**src/rtl/isa_pkg.sv**
```systemverilog
// Opcode spaces, macro op encoding and encoder state shared by the macro encoder slice.
package isa_pkg;

  // Non-prep opcode space
  localparam logic [2:0] OP_PREP = 3'b000;
  localparam logic [2:0] OP_INC  = 3'b001;
  localparam logic [2:0] OP_XOR  = 3'b010;
  localparam logic [2:0] OP_XORR = 3'b011;
  localparam logic [2:0] OP_SLL  = 3'b100;
  localparam logic [2:0] OP_SRL  = 3'b101;

  // Prep opcode space, valid while the decoder is in prep mode
  localparam logic [2:0] OP_ANDI = 3'b000;
  localparam logic [2:0] OP_BEQ  = 3'b001;
  localparam logic [2:0] OP_LW   = 3'b010;
  localparam logic [2:0] OP_SW   = 3'b011;
  localparam logic [2:0] OP_SAVE = 3'b100;
  localparam logic [2:0] OP_PSFT = 3'b101;

  typedef enum logic [3:0] {
    M_INC  = 4'd0,
    M_DEC  = 4'd1,
    M_XOR  = 4'd2,
    M_XORR = 4'd3,
    M_SLL  = 4'd4,
    M_SRL  = 4'd5,
    M_ANDI = 4'd6,
    M_BEQ  = 4'd7,
    M_LW   = 4'd8,
    M_SW   = 4'd9,
    M_SAVE = 4'd10
  } macro_op_e;

  typedef enum logic [2:0] {
    S_IDLE,
    S_SINGLE,
    S_PREP,
    S_PSFT,
    S_FINAL
  } enc_state_e;

  function automatic logic isImmOp(input logic [3:0] op);
    return (op >= M_ANDI) && (op <= M_SAVE);
  endfunction

  function automatic logic isIllegalOp(input logic [3:0] op);
    return op > M_SAVE;
  endfunction

  // INC and DEC share an opcode; bit0 tells the decoder which direction
  function automatic logic [8:0] plainWord(input macro_op_e op, input logic [2:0] ra,
                                           input logic [2:0] rb);
    logic [8:0] w;
    w = '0;
    case (op)
      M_INC:   w = {OP_INC, ra, 3'b001};
      M_DEC:   w = {OP_INC, ra, 3'b000};
      M_XOR:   w = {OP_XOR, ra, rb};
      M_XORR:  w = {OP_XORR, ra, 3'b000};
      M_SLL:   w = {OP_SLL, ra, rb};
      M_SRL:   w = {OP_SRL, ra, rb};
      default: w = '0;
    endcase
    return w;
  endfunction

  function automatic logic [2:0] prefixedOpcode(input macro_op_e op);
    logic [2:0] o;
    o = OP_ANDI;
    case (op)
      M_BEQ:   o = OP_BEQ;
      M_LW:    o = OP_LW;
      M_SW:    o = OP_SW;
      M_SAVE:  o = OP_SAVE;
      default: o = OP_ANDI;
    endcase
    return o;
  endfunction

endpackage

```
**src/rtl/imm_chunk_msb.sv**
```systemverilog
// Finds the index of the most significant nonzero 6-bit chunk of an immediate (0 when imm is 0).
module imm_chunk_msb #(
  parameter int IMM_W  = 12,
  parameter int NCHUNK = 2,
  parameter int KW     = 2
) (
  input  logic [IMM_W-1:0] imm,
  output logic [KW-1:0]    k
);

  logic [6*NCHUNK-1:0] immExt;

  always_comb begin
    immExt = '0;
    immExt[IMM_W-1:0] = imm;
    k = '0;
    for (int i = 0; i < NCHUNK; i++) begin
      if (immExt[6*i +: 6] != 6'd0) k = KW'(i);
    end
  end

endmodule

```
**src/rtl/macro_op_encoder.sv**
```systemverilog
// Expands one macro-instruction into the 9-bit decoder word stream (PREP, PSFT..., final op)
// and tracks a shadow copy of the decoder's prep mode.
module macro_op_encoder
  import isa_pkg::*;
#(
  parameter int IMM_W   = 12,
  parameter int INSTR_W = 9
) (
  input  logic               clk,
  input  logic               reset,
  input  logic               in_valid,
  output logic               in_ready,
  input  logic [3:0]         in_op,
  input  logic [2:0]         in_ra,
  input  logic [2:0]         in_rb,
  input  logic [IMM_W-1:0]   in_imm,
  output logic               out_valid,
  input  logic               out_ready,
  output logic [INSTR_W-1:0] out_instr,
  output logic               out_last,
  output logic               prep_mode,
  output logic               err
);

  localparam int NCHUNK = (IMM_W + 5) / 6;
  localparam int IDX_W  = $clog2(NCHUNK + 1);
  localparam int EXT_W  = 6 * NCHUNK;

  enc_state_e       state, nextState;
  logic [IDX_W-1:0] idx, nextIdx, kAtAccept;
  macro_op_e        opReg;
  logic [2:0]       raReg, rbReg;
  logic [EXT_W-1:0] immReg;
  logic [5:0]       chunk;
  logic             accept, fire;

  assign accept = in_valid && in_ready;
  assign fire   = out_valid && out_ready;

  imm_chunk_msb #(
    .IMM_W (IMM_W),
    .NCHUNK(NCHUNK),
    .KW    (IDX_W)
  ) uChunkMsb (
    .imm(in_imm),
    .k  (kAtAccept)
  );

  always_ff @(posedge clk) begin
    if (reset) begin
      state <= S_IDLE;
      idx   <= '0;
    end else begin
      state <= nextState;
      idx   <= nextIdx;
    end
  end

  // Macro fields are only captured for legal ops; prep shadow follows accepted prefixed words
  always_ff @(posedge clk) begin
    if (reset) begin
      opReg     <= M_INC;
      raReg     <= '0;
      rbReg     <= '0;
      immReg    <= '0;
      prep_mode <= 1'b0;
      err       <= 1'b0;
    end else begin
      err <= accept && isIllegalOp(in_op);
      if (accept && !isIllegalOp(in_op)) begin
        opReg  <= macro_op_e'(in_op);
        raReg  <= in_ra;
        rbReg  <= in_rb;
        immReg <= EXT_W'(in_imm);
      end
      if (fire) begin
        case (state)
          S_PREP:  prep_mode <= 1'b1;
          S_FINAL: prep_mode <= 1'b0;
          default: ;
        endcase
      end
    end
  end

  always_comb begin
    nextState = state;
    nextIdx   = idx;
    case (state)
      S_IDLE: begin
        if (accept && !isIllegalOp(in_op)) begin
          if (isImmOp(in_op)) begin
            nextState = S_PREP;
            nextIdx   = kAtAccept;
          end else begin
            nextState = S_SINGLE;
          end
        end
      end
      S_SINGLE: if (fire) nextState = S_IDLE;
      S_PREP, S_PSFT: begin
        if (fire) begin
          if (idx != '0) begin
            nextState = S_PSFT;
            nextIdx   = idx - IDX_W'(1);
          end else begin
            nextState = S_FINAL;
          end
        end
      end
      S_FINAL: if (fire) nextState = S_IDLE;
      default: nextState = S_IDLE;
    endcase
  end

  always_comb begin
    chunk = '0;
    for (int i = 0; i < NCHUNK; i++) begin
      if (idx == IDX_W'(i)) chunk = immReg[6*i +: 6];
    end
  end

  always_comb begin
    in_ready  = (state == S_IDLE);
    out_valid = (state != S_IDLE);
    out_instr = '0;
    out_last  = 1'b0;
    case (state)
      S_SINGLE: begin
        out_instr = INSTR_W'(plainWord(opReg, raReg, rbReg));
        out_last  = 1'b1;
      end
      S_PREP:  out_instr = INSTR_W'({OP_PREP, chunk});
      S_PSFT:  out_instr = INSTR_W'({OP_PSFT, chunk});
      S_FINAL: begin
        out_instr = INSTR_W'({prefixedOpcode(opReg), raReg, 3'b000});
        out_last  = 1'b1;
      end
      default: ;
    endcase
  end

endmodule

```
**config.mk**
```make
export PLATFORM = sky130hd
export DESIGN_NAME = macro_op_encoder
export DESIGN_NICKNAME = d
export VERILOG_FILES = /design/src/rtl/isa_pkg.sv /design/src/rtl/imm_chunk_msb.sv /design/src/rtl/macro_op_encoder.sv
export SDC_FILE = /design/constraint.sdc
export NUM_CORES = 1
export LEC_CHECK = 0
export CAP_MARGIN = 20
export CORE_ASPECT_RATIO = 1.4
export CORE_MARGIN = 2
export CORE_UTILIZATION = 30
export CTS_CLUSTER_DIAMETER = 30
export DETAILED_ROUTE_END_ITERATION = 10
export PLACE_DENSITY = 0.59
export SETUP_SLACK_MARGIN = 0.3
export SYNTH_ARGS = -nofsm -noshare
export SYNTH_HDL_FRONTEND = slang
export SYNTH_HIERARCHICAL = 1
export SYNTH_SLANG_ARGS = --single-unit
```
**constraint.sdc**
```tcl
create_clock -name clk -period 2.9 [get_ports clk]
set_input_delay 0.58 -clock clk [delete_from_list [all_inputs] [get_ports clk]]
set_output_delay 0.58 -clock clk [all_outputs]
set_load 0.05 [all_outputs]
```
Yosys cells after proc, flatten, opt, wreduce, memory -nomap -nowiden
Cells that the tools add are included.
{"block": "classes", "addsub": 1, "magnitude_cmp": 3, "eq_ne": 19, "mux": 19, "reduce_logical": 19}
{"operator": "$pmux 9 s6", "n": 1}
{"operator": "$pmux 9 s4", "n": 1}
{"operator": "$eq 4x3->1 const B", "n": 3}
{"operator": "$eq 4x4->1 const B", "n": 3}
{"operator": "$mux 3", "n": 4}
{"operator": "$mux 6", "n": 2}
{"operator": "$pmux 3 s4", "n": 1}
{"operator": "$mux 2", "n": 5}
{"operator": "$pmux 3 s3", "n": 1}
{"operator": "$eq 4x2->1 const B", "n": 2}
{"operator": "$eq 3x2->1 const B", "n": 2}
{"operator": "$ne 2x1->1 const B", "n": 3}
{"operator": "$reduce_bool 2->1", "n": 3}
{"operator": "$reduce_bool 6->1", "n": 1}
{"operator": "$logic_and 1x1->1", "n": 5}
{"operator": "$reduce_and 5->1", "n": 1}
{"operator": "$eq 4x1->1 const B", "n": 1}
{"operator": "$ge 4x3->1 const B", "n": 1}
{"operator": "$gt 4x4->1 const B", "n": 1}
{"operator": "$le 4x4->1 const B", "n": 1}
{"operator": "$logic_not 4->1", "n": 1}
{"operator": "$ne 2x2->1 const B", "n": 2}
{"operator": "$pmux 2 s2", "n": 1}
{"operator": "$reduce_or 2->1", "n": 2}
{"operator": "other kinds (12)", "n": 13}
{"block": "totals", "regBits": 29, "input_bits": 26, "output_inout_bits": 14, "wordCells": 69}

Logic depth before layout (Yosys ltp)
Gate-level depths: netlist of the first run.
{"block": "logic_depth", "ltp_word": 5, "depth_mapped": 7}

Cells and area by module
The synthesis of the first run kept the hierarchy.
{"mod": "macro_op_encoder", "n_inst": 1, "cells_per_inst": 211, "area_per_inst_um2": 1541.5}
{"mod": "imm_chunk_msb", "n_inst": 1, "cells_per_inst": 5, "area_per_inst_um2": 25.0}

Worst setup path before layout of the first run
No wires, ideal clock.
{"block": "synth_path", "kind": "flip-flop to output port", "startpoint": "register state[2]", "endpoint": "output port out_instr[7]", "t_arrival_ns": 2.109, "t_required_ns": 2.320, "setup_slack_ns": 0.211, "stages_incl_launch_ff": 5, "cell_sequence": "dfxtp_1 -> clkbuf_1 -> nand2b_1 -> o2bb2a_1 -> nor3_1"}
{"block": "synth_via", "elab_chain_cells": 2, "word_cells_on_any_way": 5}
{"element": "start, declared", "line_no": "macro_op_encoder.sv:29", "source": "enc_state_e state, nextState;"}
{"element": "start signal, assigned", "line_no": "macro_op_encoder.sv:54", "source": "state <= nextState;"}
{"element": "$eq 3x3->1 (tied with other cells)", "line_no": "macro_op_encoder.sv:128", "source": "case (state)"}
{"element": "$pmux 9 s4 *", "line_no": "macro_op_encoder.sv:128"}
{"element": "end, declared", "line_no": "macro_op_encoder.sv:19", "source": "output logic [INSTR_W-1:0] out_instr,"}
Every way passes the cells marked *; elsewhere a longest branch is shown, timed or not.

Worst setup path in the final report of the first run
{"block": "layout_path", "startpoint": "register state[0]", "endpoint": "output port out_instr[3]"}
The elaborated chain is that of the path after synthesis.

==> flow_metrics.tcl, run 1 <==
set metrics [dict create \
    status "finished clean" \
    min_path_type "register to register" \
    critPathBufInv 1 \
    synth_ff_type "dfxtp_1" \
    first_iter_violations 114 \
    grt.overflow.total 0 \
    die-area_sq_um 5820 \
    gp_congestion 0.831 \
    layout-drive-gt1-share 0.104 \
    end_kind "output port" \
    synth_nets 244 \
    start_util 0.306 \
    ant_nets 0 \
    coreArea_sq_um 5120 \
    cpPeakStageDelay_ns 0.50 \
    worst_pin_slew_ns 0.589 \
    setup_tns_ns 0 \
    hpwlAfterDp_um 3010 \
    max_freq_ghz 0.417 \
    period_needed_ns 2.40 \
    crit_required_ns 2.32 \
    synthToLayoutAreaGrowth_pct 30.6 \
    syn_avg_cell_area_sq_um 7.25 \
    rsz0062_at_grt "false" \
    yosys_warnings 6 \
    cp.arrival_ns 1.82 \
    synth.distinct_cells 36 \
    synth_edf_count 0 \
    setup_viol 0 \
    async_reset_ff_frac 0 \
    fin_util 0.400 \
    wirelength_um 4030 \
    dp_worst_setup_slack_ns 0.353 \
    cts_htree_levels 2 \
    stdcell_area_sq_um 2050 \
    die_w_um 65.1 \
    cts_buffer_depth 2 \
    diodes 0 \
    leakagePower_uw 0.000791 \
    grt_pass1_wl_um 6570 \
    clk_pin_slew_worst_paths_ns 0.06 \
    drv_slew 0 \
    insertion_delay_ns 0.28 \
    power.density_nw_per_um2 505 \
    post_cts_buffers 0 \
    synth-seq-cells 29 \
    nNetsFinal 278 \
    grt_pass1_vias 1446 \
    portBuffers 39 \
    critPathTopFamily "flip-flops" \
    dpl-instance-area_sq_um 1970 \
    hold_viol_final 0 \
    synthCells 216 \
    finalClockSkew_ns 0.00603 \
    gr-usage-all-layers 0.147 \
    die_y_um 89.5 \
    drcViolationCount 0 \
    drv_cap 0 \
    io_pins 40 \
    vias_per_cell 4.85 \
    peakVddDrop_mv 0.225 \
    syn_area_sq_um 1570 \
    final.setup.worst_slack_ns 0.505 \
    avgRoutedWirePerCell_um 12.7 \
    slew_headroom 0.606 \
    cts.sinks 29 \
    critPathMaxFanout 10 \
    crit_chain "nor3b_2 -> nand2_1 -> a21oi_2 -> a22o_1 -> buf_4" \
    num_vias 1539 \
    ctsHoldBuffers 0 \
    numCtsBuffers 5 \
    grt_max_degree 22 \
    synth-seq-area-share 0.371 \
    tritoncts "yes" \
    n_fill_cell 576 \
    cp-start-kind "register" \
    cts_root_buf "clkbuf_8" \
    antenna_found_initial 0 \
    core.rowCount 31 \
    first_pass_iters 4 \
    cp_slowest_cell "dfxtp_1" \
    period_share 0.826 \
    worstSetupPathType "register to output port" \
]
worst paths after layout:
path | depth (start not counted) | endpoint | startpoint | slack [ns]
setup reg to reg | 5 | raReg[0] | state[1] | 0.82
setup / recovery | 5 | out_instr[3] | state[0] | 0.50
hold / removal | 2 | immReg[6] | immReg[6] | 0.46
hold reg to reg | 2 | immReg[6] | immReg[6] | 0.46
through the flow:
| step | hold WS [ns] | std cells | total power [uW] |
|---|---|---|---|
| after floorplan | 0.436 | 216 | 643 |
| after global placement | 0.446 | 309 | 735 |
| after detailed placement | 0.448 | 309 | 736 |
| after CTS | 0.457 | 317 | 1050 |
| after global routing | 0.471 | 317 | 1100 |
| final | 0.456 | 317 | 1030 |
Yosys cell counts (2+ instances only):
cell type / number / area [sq um]
a21oi_1: 30 / 150
nor2_1: 12 / 45.0
nor2b_1: 2 / 12.5
inv_1: 5 / 18.8
clkbuf_1: 10 / 37.5
nand2b_1: 7 / 43.8
ha_1: 2 / 25.0
a21o_1: 2 / 15.0
or3_1: 2 / 12.5
a21oi_2: 2 / 17.5
buf_6: 3 / 33.8
a22oi_1: 2 / 15.0
dfxtp_1: 29 / 581
o22ai_1: 4 / 25.0
o21ai_0: 13 / 65.1
nand2_1: 60 / 225
nor3b_1: 2 / 15.0
nor3_1: 7 / 35.0
a22o_1: 5 / 43.8
layout make-up:
| cell class | count | area, sq um | area share |
|---|---|---|---|
| Timing Repair Buffer | 43 | 390 | 0.191 |
| Clock buffer | 8 | 80.1 | 0.0391 |
| Tap cell | 66 | 82.6 | 0.0404 |
| Sequential cell | 29 | 581 | 0.284 |
| Multi-Input combinational cell | 166 | 893 | 0.437 |
| Inverter | 5 | 18.8 | 0.00917 |
routing by layer:
metal | GRT usage | wire [um] | part of all wire | vias up
met5 | 0 | 0 | 0 | -
met4 | 0.0625 | 63 | 0.016 | 0
met3 | 0.0302 | 213 | 0.053 | 6
met2 | 0.257 | 2030 | 0.50 | 38
met1 | 0.175 | 1720 | 0.43 | 693
li1 | - | - | - | 802
kinds of logic after synthesis:
logic type,after synthesis,synth area share
xor+xnor,1,0.00559
buf+inv,21,0.0679
compound gates,65,0.256
flops,29,0.371
other cells,1,0.00239
fa+ha+maj,2,0.0160
mux,1,0.00639
simple gates,96,0.276
layout by cell type, fill, tap and decap left out, drive strengths merged, types with 4 or more instances in the layout:
master,netlist,final
inv,5,5
nand2b,7,7
nor3,7,7
dfxtp,29,29
clkdlybuf4s50,0,27
clkbuf,10,11
o22ai,4,4
nand2,60,60
buf,6,10
a22o,5,5
nor2,12,12
a21oi,33,33
o21ai,13,13
timing repair:
action | 4_1_cts | 5_1_grt
endpoints found under the setup margin | 5 | 9
endpoints found under the hold margin | 0 | 0
resized for setup | 5 | 9
state kept, by name, summed over array words and instances, names as in the netlist:
name and count:
raReg 3, state 3, immReg 12, idx 2
err 1, prep_mode 1, rbReg 3, opReg 4
tightest hold or removal path, cell delays in order (launching register included):
cell	delay, ns
dfxtp_1	0.31
nand2_1	0.05
a21oi_1	0.05
power breakdown:
part / internal (uW) / switching (uW) / leakage [uW]
clock network: 170 / 143 / 0.0000395
registers: 427 / 27.2 / 0.000237
logic: 108 / 159 / 0.000515
(Power assumes the default switching activity.)
==> run 2, diff against run 1 <==
Clock period 2.9 ns to 2.4 ns, I/O delays scaled along.
==> run 2 against run 1 <==
Effect of this change:
- final cell count rose by 1.9%
- non-clock buffer count rose by 7
- combinational power rose by 47%
- sequential power rose by 21%
- hold slack improved by 0.00082 ns
- critical path type unchanged
- critical endpoint is now out_instr[4]
- largest power group unchanged
==> flow_metrics.tcl, run 2 (synthesis results as in run 1) <==
set metrics [dict create \
    power.density_nw_per_um2 579 \
    peakVddDrop_mv 0.369 \
    diodes 0 \
    critPathMaxFanout 4 \
    core.rowCount 31 \
    rrSetupSlack_ns 0.74 \
    cts_root_buf "clkbuf_8" \
    ctsHoldBuffers 0 \
    cp.arrival_ns 1.56 \
    period_share 0.849 \
    drv_slew 0 \
    crit-reg2reg-launch "state[2]" \
    die-area_sq_um 5820 \
    antenna_found_initial 0 \
    p_sw_uw 421 \
    die_w_um 65.1 \
    p_clk_frac 0.299 \
    cts_buffer_depth 2 \
    finalClockSkew_ns 0.00590 \
    max_freq_ghz 0.491 \
    tritoncts "yes" \
    grt_pass1_wl_um 6760 \
    regMostFlops "immReg" \
    hold_path_end "immReg[4]" \
    insertion_delay_ns 0.28 \
    p_int_uw 923 \
    synthToLayoutAreaGrowth_pct 48.2 \
    first_iter_violations 78 \
    io_pins 40 \
    cp_slowest_cell "dfxtp_4" \
    whs_path_depth 2 \
    drv_cap 0 \
    grt_max_degree 21 \
    status "finished clean" \
    setup_tns_ns 0 \
    final_common_cell "nand2_1" \
    clk_pin_slew_worst_paths_ns 0.06 \
    numCtsBuffers 5 \
    critPathTopFamily "compound AO/OA/AOI/OAI gates" \
    reg_top3 "immReg x12, opReg x4" \
    coreArea_sq_um 5120 \
    critPathBufInv 1 \
    die_y_um 89.5 \
    dpl-instance-area_sq_um 2130 \
    crit_required_ns 1.92 \
    ant_nets 0 \
    timing.rr.end "opReg[1]" \
    layout-drive-gt1-share 0.202 \
    setup_viol 0 \
    grt_pass1_vias 1449 \
    power_frac_seq 0.408 \
    largest_reg_flops 12 \
    cts_htree_levels 2 \
    gr-usage-all-layers 0.152 \
    cpPeakStageDelay_ns 0.37 \
    stdcell_area_sq_um 2320 \
    crit_chain "nor3b_4 -> nand2_1 -> a21oi_4 -> a22o_1 -> buf_12" \
    drcViolationCount 0 \
    end_kind "output port" \
    rsz0062_at_grt "true" \
    avgRoutedWirePerCell_um 13.1 \
    min_from "immReg[4]" \
    swShare 0.313 \
    hpwlAfterDp_um 3030 \
    layout_common_cells "nand2_1, a21oi_1, clkdlybuf4s50_1, dfxtp_1, buf_4" \
    num_vias 1550 \
    first_pass_iters 4 \
    cts.sinks 29 \
    min_path_type "register to register" \
    leakagePower_uw 0.000855 \
    hold_viol_final 0 \
    combPwrFrac 0.293 \
    period_needed_ns 2.04 \
    cp-start-kind "register" \
    grt.overflow.total 0 \
    start_util 0.306 \
    worstSetupPathType "register to output port" \
    vias_per_cell 4.80 \
    nNetsFinal 285 \
    reg2regPathDepth 6 \
    portBuffers 39 \
    gp_congestion 0.846 \
    wirelength_um 4230 \
]
[run 2: changes by cell type in the layout (fill, tap and decap cells not counted), sizes merged]
cell and change:
dlymetal6s2s -1, buf +13, clkbuf -4, dlygate4sd2 -2
[run 2: routing by layer]
metal / track usage / vias to the layer above / wire [um]
met5: 0 / - / 0
met4: 0.0455 / 0 / 48
li1: - / 815 / -
met1: 0.172 / 691 / 1790
met3: 0.0441 / 5 / 211
met2: 0.278 / 39 / 2180
[run 2: worst max-delay path by stage]
stage	from	to	cells past startpoint
after global routing	state[2]	out_instr[1]	5
after floorplan	state[2]	out_instr[7]	4
after CTS	opReg[3]	out_instr[4]	5
after global placement	in_valid	opReg[1]	6
final	state[2]	out_instr[4]	5
after detailed placement	in_valid	immReg[8]	6
[run 2: tightest hold or removal path: cells and delay by family (launching register included)]
family,cells,cell delay [ns]
AO/OA/AOI/OAI,1,0.05
flip-flops,1,0.31
AND/OR/NAND/NOR,1,0.05
[run 2: final cells by class]
class,count,area [sq um]
Inverter,5,18.8
Sequential cell,29,594
Tap cell,66,82.6
Multi-Input combinational cell,166,967
Clock buffer,7,86.3
Timing Repair Buffer,50,572
Fill cell,533,2800
[run 2: per-stage QoR]
stage	worst slack, ns	total power (uW)	hold WS (ns)	std cells	util
after floorplan	0.232	779	0.436	216	-
after global placement	0.312	924	0.445	314	0.416
after detailed placement	0.332	926	0.451	314	0.416
after CTS	0.255	1340	0.459	321	0.437
after global routing	0.288	1410	0.468	323	0.453
final	0.362	1340	0.457	323	0.453
[run 2: power by group through the flow]
stage          clock, uW  combinational [uW]  sequential [uW]
2_1_floorplan          0                 234              545
3_3_place_gp           0                 371              554
3_5_place_dp           0                 372              554
4_1_cts              417                 377              544
5_1_grt              433                 426              553
6_report             402                 393              549
[run 2: timing repair]
action / CTS / global route
pin swaps: 1 / 7
setup buffers: 0 / 2
setup endpoints to repair: 9 / 9
gates resized for setup: 7 / 17
